===== config.mk =====
export PLATFORM = sky130hd
export DESIGN_NAME = counter_sched
export DESIGN_NICKNAME = d
export VERILOG_FILES = /design/src/rtl/counter_sched_pkg.sv /design/src/rtl/counter_sched_rr_arbiter.sv /design/src/rtl/counter_sched.sv
export SDC_FILE = /design/constraint.sdc
export NUM_CORES = 1
export LEC_CHECK = 0
export ABC_AREA = 1
export BUFFER_PORTS_ARGS = -buffer_cell sky130_fd_sc_hd__buf_2
export CORE_MARGIN = 3
export CORE_UTILIZATION = 54
export DETAILED_ROUTE_END_ITERATION = 10
export PLACE_DENSITY = 0.84
export SYNTH_ARGS = -nofsm -noshare
export SYNTH_HDL_FRONTEND = slang
export SYNTH_SLANG_ARGS = --single-unit

===== constraint.sdc =====
create_clock -name clk -period 2.7 [get_ports clk]
set_clock_uncertainty 0.1 [all_clocks]
set_input_delay 0.27 -clock clk [delete_from_list [all_inputs] [get_ports clk]]
set_output_delay 0.27 -clock clk [all_outputs]
set_load 0.02 [all_outputs]

===== src/rtl/counter_sched_pkg.sv =====
// Shared types and default sizes for the counter scheduler.
// Optional run abort is enabled by defining COUNTER_SCHED_ABORT_EN.
package counter_sched_pkg;

    typedef enum logic [1:0] {
        IDLE = 2'd0,
        RUN  = 2'd1,
        DONE = 2'd2
    } state_t;

    localparam int NREQ_DEF  = 4;
    localparam int WIDTH_DEF = 8;

endpackage


===== src/rtl/counter_sched_rr_arbiter.sv =====
// Combinational round-robin pick starting at the pointer.
// Returns the one-hot winner, its index and a valid flag.
module rr_arbiter
    import counter_sched_pkg::*;
#(
    parameter int NREQ = NREQ_DEF,
    parameter int PW   = (NREQ > 1) ? $clog2(NREQ) : 1
) (
    input  logic [NREQ-1:0] req,
    input  logic [PW-1:0]   ptr,
    output logic [NREQ-1:0] onehot,
    output logic [PW-1:0]   idx,
    output logic            valid
);

    // Scan ptr, ptr+1, ... mod NREQ and take the first active request
    always_comb begin
        logic [PW:0]   s;
        logic [PW-1:0] j;
        onehot = '0;
        idx    = '0;
        valid  = 1'b0;
        s      = '0;
        j      = '0;
        for (int k = 0; k < NREQ; k++) begin
            s = {1'b0, ptr} + (PW+1)'(k);
            if (s >= (PW+1)'(NREQ)) begin
                s = s - (PW+1)'(NREQ);
            end
            j = s[PW-1:0];
            if (!valid && req[j]) begin
                valid     = 1'b1;
                idx       = j;
                onehot[j] = 1'b1;
            end
        end
    end

endmodule


===== src/rtl/counter_sched.sv =====
// Round-robin owner of one shared interval counter.
// Define COUNTER_SCHED_ABORT_EN to let an owner abort by dropping req.
module counter_sched
    import counter_sched_pkg::*;
#(
    parameter int NREQ  = NREQ_DEF,
    parameter int WIDTH = WIDTH_DEF
) (
    input  logic                  clk,
    input  logic                  reset,
    input  logic [NREQ-1:0]       req,
    input  logic [NREQ*WIDTH-1:0] len,
    output logic [NREQ-1:0]       grant,
    output logic [NREQ-1:0]       done,
    output logic                  busy,
    output logic [WIDTH-1:0]      value
);

    localparam int PW = (NREQ > 1) ? $clog2(NREQ) : 1;

    state_t          state;
    logic [PW-1:0]   ptr;
    logic [PW-1:0]   owner;
    logic [WIDTH-1:0] len_q;

    logic [NREQ-1:0] win_oh;
    logic [PW-1:0]   win_idx;
    logic            win_vld;
    logic [WIDTH-1:0] win_len;

    rr_arbiter #(
        .NREQ (NREQ),
        .PW   (PW)
    ) u_arb (
        .req    (req),
        .ptr    (ptr),
        .onehot (win_oh),
        .idx    (win_idx),
        .valid  (win_vld)
    );

    // Length of the current arbitration winner
    always_comb begin
        win_len = len[win_idx*WIDTH +: WIDTH];
    end

    // Scheduler FSM with registered grant, done, busy and count
    always_ff @(posedge clk or negedge reset) begin
        if (!reset) begin
            state <= IDLE;
            grant <= '0;
            done  <= '0;
            busy  <= 1'b0;
            value <= '0;
            ptr   <= '0;
            owner <= '0;
            len_q <= '0;
        end else begin
            unique case (state)
                IDLE: begin
                    done <= '0;
                    if (win_vld) begin
                        grant <= win_oh;
                        owner <= win_idx;
                        len_q <= win_len;
                        value <= '0;
                        busy  <= 1'b1;
                        ptr   <= (win_idx == PW'(NREQ-1)) ?
                                 '0 : win_idx + 1'b1;
                        state <= RUN;
                    end
                end
                RUN: begin
`ifdef COUNTER_SCHED_ABORT_EN
                    if (!req[owner]) begin
                        grant <= '0;
                        busy  <= 1'b0;
                        value <= '0;
                        state <= IDLE;
                    end else if (value == len_q) begin
                        done  <= grant;
                        state <= DONE;
                    end else begin
                        value <= value + 1'b1;
                    end
`else
                    if (value == len_q) begin
                        done  <= grant;
                        state <= DONE;
                    end else begin
                        value <= value + 1'b1;
                    end
`endif
                end
                DONE: begin
                    done  <= '0;
                    grant <= '0;
                    busy  <= 1'b0;
                    value <= '0;
                    state <= IDLE;
                end
                default: begin
                    done  <= '0;
                    grant <= '0;
                    busy  <= 1'b0;
                    value <= '0;
                    state <= IDLE;
                end
            endcase
        end
    end

endmodule


==> summary.txt, run 1 <==
Synth
  – Cell variety after synth: 31
  – Syn_area_per_cell: 6.972 um^2
  – Most used DFF post-synth: dfrtp_1
  – Yosys reg bits: 29
  – Cell taking the most area after synthesis: dfrtp_1
  – Yosys Warn Count: 0
  – Synth area leaders: dfrtp_1, nand2_1, inv_1
  – Mapped cell area: 2231 um^2
  – Syn Nets: 367
  – EDFF count, synth: 0
  – Cells after Synth: 320
  – Ys async rst share: 100.0%
  – Synth top area share: 32.53%
  – Sequential area share after synthesis: 32.53%

Die
  – Die area: 4939 um^2
  – Die width: 70.28 um
  – Height of the die: 70.28 um
  – Ports: 55
  – Starting Density: 58.31%
  – Core footprint: 3826 um^2
  – Std cell rows: 22

Power and ir drop
  – Clock power frac: 37.9%
  – Pwr Density: 342.2 nW/um^2
  – LEAKAGE: 1.605 nW
  – Peak supply drop: 0.0002039 V
  – Sw Ratio: 25.31%
  – Switching power: 0.0002354 W
  – Logic pwr share: 15.3%
  – Pint: 0.0006946 W
  – Reg power frac: 46.8%

Clocking
  – Clock root buffer: clkbuf_8
  – Max clock buf depth: 2
  – Worst-skew pair later-pin latency: 0.28 ns
  – H-tree depth: 2
  – CTS Sinks: 29
  – Cts bufs inserted: 5
  – CTS tree: built
  – Clk slew on worst S/H paths: 0.06 ns

Layout
  – Area Overhead vs Synth: 21.82%
  – FILL cells: 322
  – Most common cell after layout, fill and taps aside: nand2_1
  – Non-filler cells in the finished layout: 433
  – Most frequent cells in the layout: nand2_1, inv_1, buf_2
  – Nets: 432
  – Ant. Diodes: 0
  – Share of cells above drive strength 1: 23.64%

Setup path
  – Crit path arrival time: 2.63 ns
  – Worst setup SP type: flop
  – Worst EP required: 2.81 ns
  – Reg2reg end: len_q[6]
  – Crit. End Element: flop
  – WS Path Type: reg2reg
  – R2R depth: 13
  – RR Startpoint: ptr[1]
  – Flop-to-flop setup slack: 0.18 ns
  – Worst Path Max Fanout: 9

Global routing
  – Total GRT Usage: 21.25%
  – Largest net degree at the start of global routing: 30
  – Grt total ovfl: 0
  – Global-route wire length before repair: 8735 um
  – Vias in the first global route: 2037
  – Initial antenna violation count: 0

Hold path
  – Tightest Hold Check Type: in2reg
  – WHS Path Cells: 7
  – Hold Crit Endpoint: len_q[3]
  – Hold Startpoint: len[3]

Detailed routing
  – First-pass DRT Iterations: 5
  – DR vias: 2275
  – DR iter-0 viols: 137
  – Vias per cell: 5.254
  – Routed wire length per instance: 11.95 um
  – DRT antenna net count: 0
  – # DRC: 0
  – WL final: 5174 um

STA
  – Max-slew violation count: 0
  – Max_slew headroom: 57.89%
  – Min Tclk post-route: 2.518 ns
  – Period utilisation layout: 93.25%
  – Setup_tns: 0 ns
  – Final setup violation count: 0
  – Final Hold Violating Endpoints: 0
  – Final WS setup: 0.1823 ns
  – Slew @ Worst Pin: 0.6317 ns
  – RSZ-0062 raised after global routing: true
  – Max Freq: 0.3972 GHz

Placement
  – IO Port Bufs: 54
  – Placed cells: 417
  – DP HPWL: 3803 um
  – Pre-CTS setup slack: 0.1003 ns
  – Final RePlAce weighted congestion: 0.9566

Run
  – Max cap viols: 0

Outcome
  – Status: completed
## cell type report
type | instances | area (um^2) | share of cell area [%]
multi-input combinational | 227 | 1267 | 46.64
clock buffer | 7 | 86.33 | 3.177
inverter | 57 | 217.7 | 8.011
sequential | 29 | 726.9 | 26.75
tap | 48 | 60.06 | 2.210
timing repair buffer | 65 | 359.1 | 13.21
## state kept, by name (all words and copies together) (netlist names)
register,flops
busy,1
done,4
ptr,2
state,2
value,8
grant,4
len_q,8
## logic make-up after synthesis
group                      Yosys count  share of synthesized area, %
and+or+nand+nor                    174                         37.18
buffers and inverters               65                         11.78
AOI/OAI and AO/OA                   30                         8.357
DFF                                 29                         32.53
xor gates and xnor gates            13                         5.104
adders and majority gates            9                         5.048
## power groups by stage
| stage | clock [W] | sequential (W) | combinational, W |
|---|---|---|---|
| 3_3_place_gp | 0 | 0.000443 | 0.000131 |
| 2_1_floorplan | 0 | 0.000443 | 0.0000850 |
| 5_1_grt | 0.000389 | 0.000434 | 0.000163 |
| 3_5_place_dp | 0 | 0.000443 | 0.000133 |
| 6_report | 0.000353 | 0.000435 | 0.000142 |
| 4_1_cts | 0.000368 | 0.000435 | 0.000135 |
## how the worst max path moves through the flow
stage	start	to	slack (ns)	cells after the start
6_report	ptr[1]	len_q[6]	0.18	13
5_1_grt	ptr[1]	len_q[6]	-0.02	13
4_1_cts	ptr[1]	len_q[0]	0.05	13
3_5_place_dp	ptr[1]	len_q[0]	0.10	13
3_3_place_gp	ptr[1]	len_q[0]	0.22	13
2_1_floorplan	ptr[0]	len_q[0]	0.45	14
## routing by layer
| metal | wire, um | GRT usage (%) | vias to the layer above |
|---|---|---|---|
| met2 | 2395 | 35.34 | 86 |
| met5 | 0 | 0 | - |
| met3 | 327 | 5.036 | 9 |
| met1 | 2368 | 26.64 | 1011 |
| met4 | 83 | 7.660 | 0 |
| li1 | - | - | 1169 |
## per-stage QoR
step	utilization [%]	total power [W]	hold slack [ns]	area, um^2
6_report	71.03	0.0009300	0.2933	2718
5_1_grt	71.03	0.0009858	0.3174	2718
4_1_cts	68.77	0.0009376	0.2787	2631
3_5_place_dp	66.25	0.0005756	0.2262	2535
3_3_place_gp	66.25	0.0005736	0.2109	2535
2_1_floorplan	-	0.0005277	-0.1256	2231
## cell usage after synthesis, types with 2 or more instances
cell type and instances:
nand2_1 94, inv_1 55, nand3_1 34, dfrtp_1 29
nand4_1 19, xor2_1 11, ha_1 9, nor2_1 8
nand2_2 7, a21oi_1 6, o31ai_1 6, buf_2 5
a22oi_1 4, o21ai_0 4, o21ai_1 4, o22ai_1 4
inv_2 2, nand3_2 2, nand3_4 2, nor2_4 2
nor4_1 2, xnor2_1 2
## critical path: stages (launching register included)
cell and delay, ns:
dfrtp_2 0.48, clkinvlp_4 0.20, ha_1 0.37, inv_1 0.13, nand3_1 0.09, nand2_1 0.14
nand3_2 0.13, nor2_4 0.19, nor2_1 0.10, nor2_4 0.19, nand3_1 0.12, nand2_1 0.08
nand2_1 0.06, nand2_1 0.07
## timing repair
item,4_1_cts,5_1_grt
setup endpoints to repair,0,18
setup buffers,0,7
hold buffers,1,0
endpoints found under the hold margin,29,0
resized for setup,0,6
No activity file was read; power rests on OpenSTA's default activity.
==> run 2: changes to the inputs <==
Settings changed: ABC_AREA 1 to unset, CORE_UTILIZATION 54 to 53, PLACE_DENSITY 0.84 to 0.83.
==> summary.txt, run 2 <==
Power and ir drop
  – LEAKAGE: 1.298 nW (was 1.605 nW)
  – Pwr Density: 1110 nW/um^2 (was 342.2 nW/um^2)
  – Peak supply drop: 0.0007703 V (was 0.0002039 V)

Layout
  – Most common cell after layout, fill and taps aside: buf_2 (was nand2_1)
  – FILL cells: 305 (was 322)
  – Most frequent cells in the layout: buf_2, dfrtp_1, nor2_1 (was nand2_1, inv_1, buf_2)
  – Ant. Diodes: 0 (unchanged)
  – Area Overhead vs Synth: 21.22% (was 21.82%)
  – Non-filler cells in the finished layout: 334 (was 433)
  – Nets: 332 (was 432)
  – Share of cells above drive strength 1: 32.87% (was 23.64%)
  – Largest regs: len_q x8, value x8 (unchanged)

Placement
  – Final RePlAce weighted congestion: 0.8334 (was 0.9566)
  – IO Port Bufs: 54 (unchanged)
  – Placed cells: 321 (was 417)
  – DP HPWL: 3849 um (was 3803 um)

Synth
  – Cell variety after synth: 44 (was 31)
  – Most used DFF post-synth: dfrtp_1 (unchanged)
  – Synth top area share: 33.82% (was 32.53%)
  – Cell taking the most area after synthesis: dfrtp_1 (unchanged)
  – Mapped cell area: 2146 um^2 (was 2231 um^2)
  – Synth area leaders: dfrtp_1, mux2i_1, xor2_1 (was dfrtp_1, nand2_1, inv_1)
  – XOR/XNOR Fraction of Synth Area: 5.306% (was 5.104%)
  – Simple-Gate Fraction of Synth Area: 15.80% (was 37.18%)
  – Synth Area in Adders: 5.248% (was 5.048%)
  – Cells after Synth: 224 (was 320)
  – Main combinational cell family by area after synthesis: compound AO/OA/AOI/OAI gates (was simple AND/OR/NAND/NOR gates)
  – Compound-gate portion of the synthesized area: 18.19% (was 8.357%)
  – Syn_area_per_cell: 9.580 um^2 (was 6.972 um^2)
  – EDFF count, synth: 0 (unchanged)
  – Yosys Warn Count: 0 (unchanged)
  – Multiplexer share of the synthesized area: 14.64% (was 0%)
  – Ys async rst share: 100.0% (unchanged)
  – Yosys reg bits: 29 (unchanged)
  – Top-count cell post-synth: dfrtp_1 (was nand2_1)
  – Syn Nets: 271 (was 367)
  – Sequential area share after synthesis: 33.82% (was 32.53%)
  – Post-synth top cells: dfrtp_1, mux2i_1, nor2_1 (was nand2_1, inv_1, nand3_1)

Detailed routing
  – WL final: 5227 um (was 5174 um)
  – Routed wire length per instance: 15.65 um (was 11.95 um)
  – # DRC: 0 (unchanged)
  – DR iter-0 viols: 172 (was 137)
  – First-pass DRT Iterations: 4 (was 5)
  – DR vias: 1934 (was 2275)
  – Vias per cell: 5.790 (was 5.254)
  – DRT antenna net count: 0 (unchanged)

STA
  – Final Hold Violating Endpoints: 0 (unchanged)
  – Max_slew headroom: 41.77% (was 57.89%)
  – Max-slew violation count: 0 (unchanged)
  – Slew @ Worst Pin: 0.8667 ns (was 0.6317 ns)
  – Setup_tns: 0 ns (unchanged)
  – RSZ-0062 raised after global routing: false (was true)
  – Final hold slack: 0.2146 ns (was 0.2933 ns)
  – Max Freq: 0.3880 GHz (was 0.3972 GHz)
  – Final setup violation count: 0 (unchanged)
  – Period utilisation layout: 95.45% (was 93.25%)
  – Min Tclk post-route: 2.577 ns (was 2.518 ns)

Clocking
  – CTS tree: built (unchanged)
  – Max clock buf depth: 2 (unchanged)
  – Cts bufs inserted: 5 (unchanged)
  – Worst-skew pair later-pin latency: 0.28 ns (about the same)
  – Clk slew on worst S/H paths: 0.06 ns (about the same)
  – CTS Sinks: 29 (unchanged)
  – H-tree depth: 2 (unchanged)
  – Clock root buffer: clkbuf_8 (unchanged)

Setup path
  – Worst setup SP type: flop (unchanged)
  – WS Path Type: reg2reg (unchanged)
  – Crit path arrival time: 2.62 ns (was 2.63 ns)
  – Worst Path Max Fanout: 17 (was 9)
  – Crit. End Element: flop (unchanged)
  – Worst EP required: 2.74 ns (was 2.81 ns)

Hold path
  – Tightest Hold Check Type: in2reg (unchanged)

Global routing
  – Initial antenna violation count: 0 (unchanged)
  – Global-route wire length before repair: 8783 um (was 8735 um)
  – Vias in the first global route: 1855 (was 2037)
  – Total GRT Usage: 22.15% (was 21.25%)
  – Largest net degree at the start of global routing: 30 (unchanged)
  – Grt total ovfl: 0 (unchanged)

Die
  – Die area: 4848 um^2 (was 4939 um^2)
  – Ports: 55 (unchanged)
  – Starting Density: 56.90% (was 58.31%)
  – Height of the die: 69.63 um (was 70.28 um)
  – Die width: 69.63 um (was 70.28 um)
  – Std cell rows: 22 (unchanged)
  – Core footprint: 3771 um^2 (was 3826 um^2)

Outcome
  – Status: completed (unchanged)

Run
  – Max cap viols: 0 (unchanged)
-- run 2: cell count changes in the layout (fill, tap and decap cells not counted), moves of 7 or more --
cell | before | now
nand3_1 | 34 | 4
o221ai_1 | 0 | 7
mux2i_1 | 0 | 19
nand2_1 | 93 | 19
inv_1 | 54 | 6
nand2_2 | 8 | 1
nand4_1 | 19 | 1
o21ai_0 | 4 | 12
nor2_1 | 8 | 22
-- run 2: timing repair --
action                                  in CTS  in global routing
hold buffers                                 1                  0
resized for setup                            0                  8
buffers inserted                             0                  4
endpoints found under the hold margin       29                  0
endpoints found under the setup margin       0                  8
-- run 2: kinds of logic after synthesis --
family          after synthesis
simple gates                 70
compound gates               55
flops                        29
mux                          28
buf+inv                      20
xor+xnor                     13
fa+ha+maj                     9
-- run 2: metrics by stage --
step	worst slack (ns)	util, %	power [W]	area (um^2)
floorplan	0.02560	-	0.002021	2157
global placement	0.1929	64.43	0.002293	2430
detailed placement	0.08523	64.43	0.002368	2430
CTS	0.007897	67.39	0.002776	2541
global route	0.004563	68.98	0.003091	2601
finish	0.1228	68.98	0.002886	2601
-- run 2: routing by layer --
metal / vias to the layer above / track usage, % / wire (um)
met5: - / 0 / 0
met4: 0 / 7.021 / 85
li1: 953 / - / -
met1: 889 / 29.85 / 2237
met2: 84 / 35.70 / 2523
met3: 8 / 4.493 / 381
-- run 2: final timing paths --
kind / from / to / slack, ns / depth (start not counted)
setup reg to reg: ptr[0] / len_q[2] / 0.12 / 8
min in group asynchronous: reset / done[2] / 0.44 / 2
hold / removal: len[12] / len_q[4] / 0.21 / 3
max in group asynchronous: reset / ptr[1] / 1.61 / 2
setup / recovery: ptr[0] / len_q[2] / 0.12 / 8
hold reg to reg: grant[0] / grant[0] / 0.42 / 2
-- run 2: cell type report --
class                      instances  area, um^2  share of cell area (%)
multi-input combinational        175        1299                   49.93
sequential                        29       728.2                   27.99
timing repair buffer              68       390.4                   15.01
clock buffer                       7       96.34                   3.704
tap                               48       60.06                   2.309
inverter                           6       22.52                  0.8658
clock inverter                     1       5.005                  0.1924
-- run 2: worst max-delay path: stages (launching register included) --
cell and delay [ns]:
dfrtp_2 0.41, inv_1 0.07, ha_1 0.33, mux4_2 0.38, a21o_1 0.20, a22oi_1 0.29
buf_12 0.21, mux2i_2 0.30, o221ai_2 0.14
-- run 2: power breakdown --
part | switching (W) | internal, W | leakage, nW
Combinational | 0.000911 | 0.000788 | 0.884
Clock | 0.000163 | 0.000230 | 0.0542
Sequential | 0.000189 | 0.000606 | 0.360
